==> config.mk <==
export PLATFORM = sky130hd
export DESIGN_NAME = dmem_arbiter
export DESIGN_NICKNAME = d
export VERILOG_FILES = /design/src/rtl/dmem_arbiter.sv
export SDC_FILE = /design/constraint.sdc
export NUM_CORES = 1
export LEC_CHECK = 0
export BUFFER_PORTS_ARGS = -buffer_cell sky130_fd_sc_hd__buf_2
export CAP_MARGIN = 5
export CORE_ASPECT_RATIO = 0.8
export CORE_MARGIN = 2
export CORE_UTILIZATION = 46
export DETAILED_ROUTE_END_ITERATION = 7
export PLACE_DENSITY = 0.86
export SLEW_MARGIN = 20
export SYNTH_ARGS = -nofsm -noshare
export SYNTH_HDL_FRONTEND = slang
export SYNTH_SLANG_ARGS = --single-unit
==> constraint.sdc <==
create_clock -name clk -period 2 [get_ports clk]
set_input_delay 0.2 -clock clk [delete_from_list [all_inputs] [get_ports clk]]
set_output_delay 0.2 -clock clk [all_outputs]
set_load 0.02 [all_outputs]
==> src/rtl/dmem_arbiter.sv <==
// Round-robin arbiter and fixed-latency sequencer sharing one data RAM port
// between the CPU data path (requester 0) and the program/debug loader (requester 1).
module dmem_arbiter #(
    parameter int RD_LAT = 1
) (
    input  logic        clk,
    input  logic        rstn,
    input  logic        m0_req,
    input  logic        m0_we,
    input  logic [31:0] m0_addr,
    input  logic [31:0] m0_wdata,
    output logic        m0_gnt,
    output logic        m0_done,
    output logic [31:0] m0_rdata,
    input  logic        m1_req,
    input  logic        m1_we,
    input  logic [31:0] m1_addr,
    input  logic [31:0] m1_wdata,
    output logic        m1_gnt,
    output logic        m1_done,
    output logic [31:0] m1_rdata,
    output logic [31:0] ram_addr,
    output logic [31:0] ram_wdata,
    output logic        ram_wen,
    input  logic [31:0] ram_rdata
);

    // state  | meaning
    // IDLE   | waiting for a request; arbitration happens here
    // ACCESS | RAM port driven with the latched transaction
    // DONE   | owner's done pulse, rdata presented
    typedef enum logic [1:0] {IDLE, ACCESS, DONE} state_t;

    localparam logic [3:0] LAT_INIT = 4'(RD_LAT - 1);

    state_t      state;
    logic        owner;
    logic        prio;
    logic [3:0]  lat_cnt;
    logic        we_q;
    logic [31:0] addr_q;
    logic [31:0] wdata_q;
    logic [31:0] rdata_q;
    logic        win;

    // Single requester wins outright; a tie goes to the favoured one.
    always_comb begin
        win = m1_req;
        if (m0_req && m1_req) win = prio;
    end

    always_ff @(posedge clk or negedge rstn) begin
        if (!rstn) begin
            state   <= IDLE;
            owner   <= 1'b0;
            prio    <= 1'b0;
            lat_cnt <= '0;
            we_q    <= 1'b0;
            addr_q  <= '0;
            wdata_q <= '0;
            rdata_q <= '0;
            m0_gnt  <= 1'b0;
            m1_gnt  <= 1'b0;
            m0_done <= 1'b0;
            m1_done <= 1'b0;
        end else begin
            m0_gnt  <= 1'b0;
            m1_gnt  <= 1'b0;
            m0_done <= 1'b0;
            m1_done <= 1'b0;
            case (state)
                IDLE: begin
                    if (m0_req || m1_req) begin
                        owner   <= win;
                        prio    <= ~win;
                        we_q    <= win ? m1_we    : m0_we;
                        addr_q  <= win ? m1_addr  : m0_addr;
                        wdata_q <= win ? m1_wdata : m0_wdata;
                        lat_cnt <= LAT_INIT;
                        m0_gnt  <= ~win;
                        m1_gnt  <= win;
                        state   <= ACCESS;
                    end
                end
                ACCESS: begin
                    if (we_q) begin
                        rdata_q <= '0;
                        m0_done <= ~owner;
                        m1_done <= owner;
                        state   <= DONE;
                    end else if (lat_cnt == 4'd0) begin
                        rdata_q <= ram_rdata;
                        m0_done <= ~owner;
                        m1_done <= owner;
                        state   <= DONE;
                    end else begin
                        lat_cnt <= lat_cnt - 4'd1;
                    end
                end
                DONE: begin
                    state <= IDLE;
                end
                default: begin
                    state <= IDLE;
                end
            endcase
        end
    end

    // RAM port is driven only while accessing, so reset clears it with no edge.
    assign ram_addr  = (state == ACCESS) ? addr_q  : '0;
    assign ram_wdata = (state == ACCESS) ? wdata_q : '0;
    assign ram_wen   = (state == ACCESS) && we_q;

    assign m0_rdata = m0_done ? rdata_q : '0;
    assign m1_rdata = m1_done ? rdata_q : '0;

endmodule

==> flow_summary.json <==
{
  "fmax_mhz": 521,
  "ys_ff_latch": 109,
  "yosys.area.top_type_share": 0.472,
  "final_net_count": 1060,
  "leakage_nw": 4.40,
  "synth_xor_area_frac": 0,
  "fin_cells": 1066,
  "initial_core_util": 0.473,
  "finalSetupTns_ns": 0,
  "routed_wirelength_microns": 15300,
  "synth-edff-count": 0,
  "fp.dieW_microns": 129,
  "hpwlAfterDp_microns": 11600,
  "critPathKind": "flop to primary output",
  "whs_path_depth": 3,
  "crit_arrival_ns": 1.72,
  "crit_required_ns": 1.80,
  "crit_chain": "and2b_2 > buf_12 > and2_1 > buf_2",
  "drc": 0,
  "synth_area_leaders": "dfrtp_1 (47%), and2_1 (14%), mux2i_1 (11%), nand2_1 (8.6%), o21ai_1 (5.8%)",
  "synth_compound_area_frac": 0.0774,
  "startpoint_type": "flop",
  "clk_pin_slew_ns": 0.07,
  "finalClockSkew_ns": 0.00585,
  "finalPower_mw": 10.7,
  "cts_setup_buffers": 0,
  "core_area_sq_um": 12200,
  "htree_levels": 3,
  "die_h_microns": 104,
  "synth_cell_types": 36,
  "rr_startpoint": "prio$_DFFE_PN0P_",
  "ant_nets": 0,
  "drt-initial-drc-count": 149,
  "synth_top_family_by_area": "simple AND/OR/NAND/NOR gates",
  "path_delay_family": "simple AND/OR/NAND/NOR gates",
  "yosysWarnings": 0,
  "dpl-instance-area_sq_um": 7370,
  "setup_viol": 0,
  "setup_ws_ns": 0.0795,
  "finalHoldViolCount": 0,
  "reg2reg_to": "wdata_q[19]$_DFFE_PN0P_",
  "crit_fanout": 68,
  "drive_gt1_frac": 0.379,
  "synth_area_per_cell_sq_um": 9.42,
  "hold_path_end": "rdata_q[30]$_DFFE_PN0P_",
  "cts-root-buf": "clkbuf_16",
  "clk_latency_ns": 0.34,
  "synthToLayoutAreaGrowth_pct": 32.6,
  "outcome": "finished clean",
  "grt_pass1_wl_microns": 24100,
  "ff_latch_area_sq_um": 2730,
  "seq_area_frac_synth": 0.472,
  "ir_drop_uv": 766,
  "n_antenna_cell": 0,
  "pwr_density_cell_nw_per_um2": 1400,
  "final_max_slew_viol_count": 0,
  "yosys.area_share.simple": 0.276,
  "stdcell_area_sq_um": 7650,
  "gp_congestion": 0.809,
  "slew_headroom": 0.501,
  "dp.cells": 1051,
  "vias_per_cell": 4.91,
  "cpPeakStageDelay_ns": 0.42,
  "grt_pass1_vias": 4986,
  "reg2reg_depth": 5,
  "async_flop_share": 1.00,
  "groute.usage.overall": 0.226,
  "cts.sinks": 109,
  "grt_max_degree": 91,
  "rsz0062_at_grt": "no",
  "final.fill_count": 1065,
  "drt-pass1-iter-count": 5,
  "synthCells": 613,
  "die-area_sq_um": 13500,
  "io_pins": 299,
  "multi_input_area_sq_um": 2730,
  "critPathSlowestCell": "dfrtp_1",
  "worst_pin_slew_ns": 0.748,
  "cts_buffers": 9,
  "vias": 5239,
  "min_from": "ram_rdata[30]",
  "dp_slack_ns": 0.342,
  "synth_mux_area_frac": 0.113,
  "wl_per_cell_microns": 14.3,
  "placement.io_buffers": 298,
  "min_path_type": "input pin to flop",
  "synth_commonest_cells": "nand2_1 (132), and2_1 (129), dfrtp_1 (109)",
  "crit_path_end_kind": "primary output",
  "synthAdderAreaFrac": 0.00433,
  "clk_path_buf_depth": 2,
  "reg2reg_slack_ns": 0.35,
  "period_needed_ns": 1.92,
  "netlist_area_sq_um": 5770,
  "crit_buf_inv": 2,
  "antenna_found_initial": 1,
  "fp-row-count": 36,
  "syn-num-nets": 781,
  "maxCapViolCount": 0,
  "cts_resized": 0,
  "yosysMostFrequentCell": "nand2_1",
  "cts_tree": "done",
  "yosys.area.top_type": "dfrtp_1",
  "finalCritPeriodShare": 0.960,
  "gr-total-overflow": 0,
  "synth_flop_cell": "dfrtp_1"
}
area by class of cell:
cell class                 instances  share of cell area
clock buffer                      11              0.0330
inverter                           4             0.00196
tap                              171              0.0280
sequential                       109               0.356
timing repair buffer             315               0.222
multi-input combinational        453               0.356
clock inverter                     3             0.00278
worst register-to-register path, delay by kind of cell (launching register included):
kind / cells / cell delay [ns]
buffers and inverters: 1 / 0.31
flip-flops: 1 / 0.40
AND/OR/NAND/NOR: 2 / 0.50
AO/OA/AOI/OAI: 1 / 0.07
multiplexers: 1 / 0.24
routing by layer:
metal  GRT usage  share of wire
met1       0.275           0.41
met3      0.0535          0.065
met2       0.398           0.51
met5           0        0.00079
met4      0.0629          0.015
where the power goes:
| group | internal (mW) | switching [mW] | total (mW) | leakage (nW) |
|---|---|---|---|---|
| registers | 3.24 | 0.693 | 3.93 | 1.38 |
| clock network | 0.903 | 0.783 | 1.69 | 0.134 |
| logic | 1.91 | 3.18 | 5.08 | 2.89 |
| total | 6.05 | 4.65 | 10.7 | 4.40 |
logic make-up after synthesis:
family	after synthesis
AOI/OAI and AO/OA	80
adders and majority gates	2
buffers and inverters	51
DFF	109
muxes	65
and+or+nand+nor	306
timing repair:
action                                  4_1_cts  5_1_grt
hold buffers                                  1        0
endpoints found under the setup margin        0        0
endpoints found under the hold margin        62        0
registers in the layout, summed over array words and instances, names as in the netlist:
register	cells
prio	1
lat_cnt	4
m1_gnt	1
state	2
m0_done	1
addr_q	32
m1_done	1
owner	1
rdata_q	32
wdata_q	32
we_q	1
m0_gnt	1
how the worst max path moves through the flow:
stage          depth (start not counted)  slack [ns]                 endpoint              startpoint
3_3_place_gp                           5        0.41  wdata_q[13]$_DFFE_PN0P_        prio$_DFFE_PN0P_
4_1_cts                                4        0.07            ram_wdata[30]    state[1]$_DFFE_PN0P_
2_1_floorplan                          6        0.59  rdata_q[21]$_DFFE_PN0P_  lat_cnt[0]$_DFFE_PN0P_
5_1_grt                                4       0.005            ram_wdata[30]    state[1]$_DFFE_PN0P_
3_5_place_dp                           5        0.34  wdata_q[12]$_DFFE_PN0P_        prio$_DFFE_PN0P_
6_report                               4        0.08            ram_wdata[30]    state[1]$_DFFE_PN0P_
cells in the final DEF, fill, tap and decap left out, drive strengths merged:
cell type | Yosys | final
o21a | 1 | 1
and2 | 129 | 129
dfrtp | 109 | 109
clkbuf | 24 | 11
a21o | 1 | 1
buf | 23 | 314
a21oi | 2 | 2
and3 | 1 | 1
o32ai | 1 | 1
dlygate4sd3 | 0 | 1
o22ai | 1 | 1
and2b | 1 | 1
inv | 4 | 5
mux2i | 65 | 65
nor3 | 1 | 1
or3 | 1 | 1
nor2 | 3 | 3
o21ai | 69 | 69
ha | 2 | 2
nand2b | 2 | 2
a31oi | 3 | 3
clkinvlp | 0 | 1
nor3b | 2 | 2
a21boi | 1 | 1
o41ai | 1 | 1
nand4 | 32 | 32
nand3b | 1 | 1
clkinv | 0 | 1
nand2 | 133 | 133
stage by stage:
stage / util / hold WS (ns)
3_3_place_gp: 0.604 / 0.0553
6_report: 0.627 / 0.100
3_5_place_dp: 0.604 / 0.0561
4_1_cts: 0.627 / 0.0896
5_1_grt: 0.627 / 0.0983
2_1_floorplan: - / -0.0956
Power figures use the tool's default switching activity.
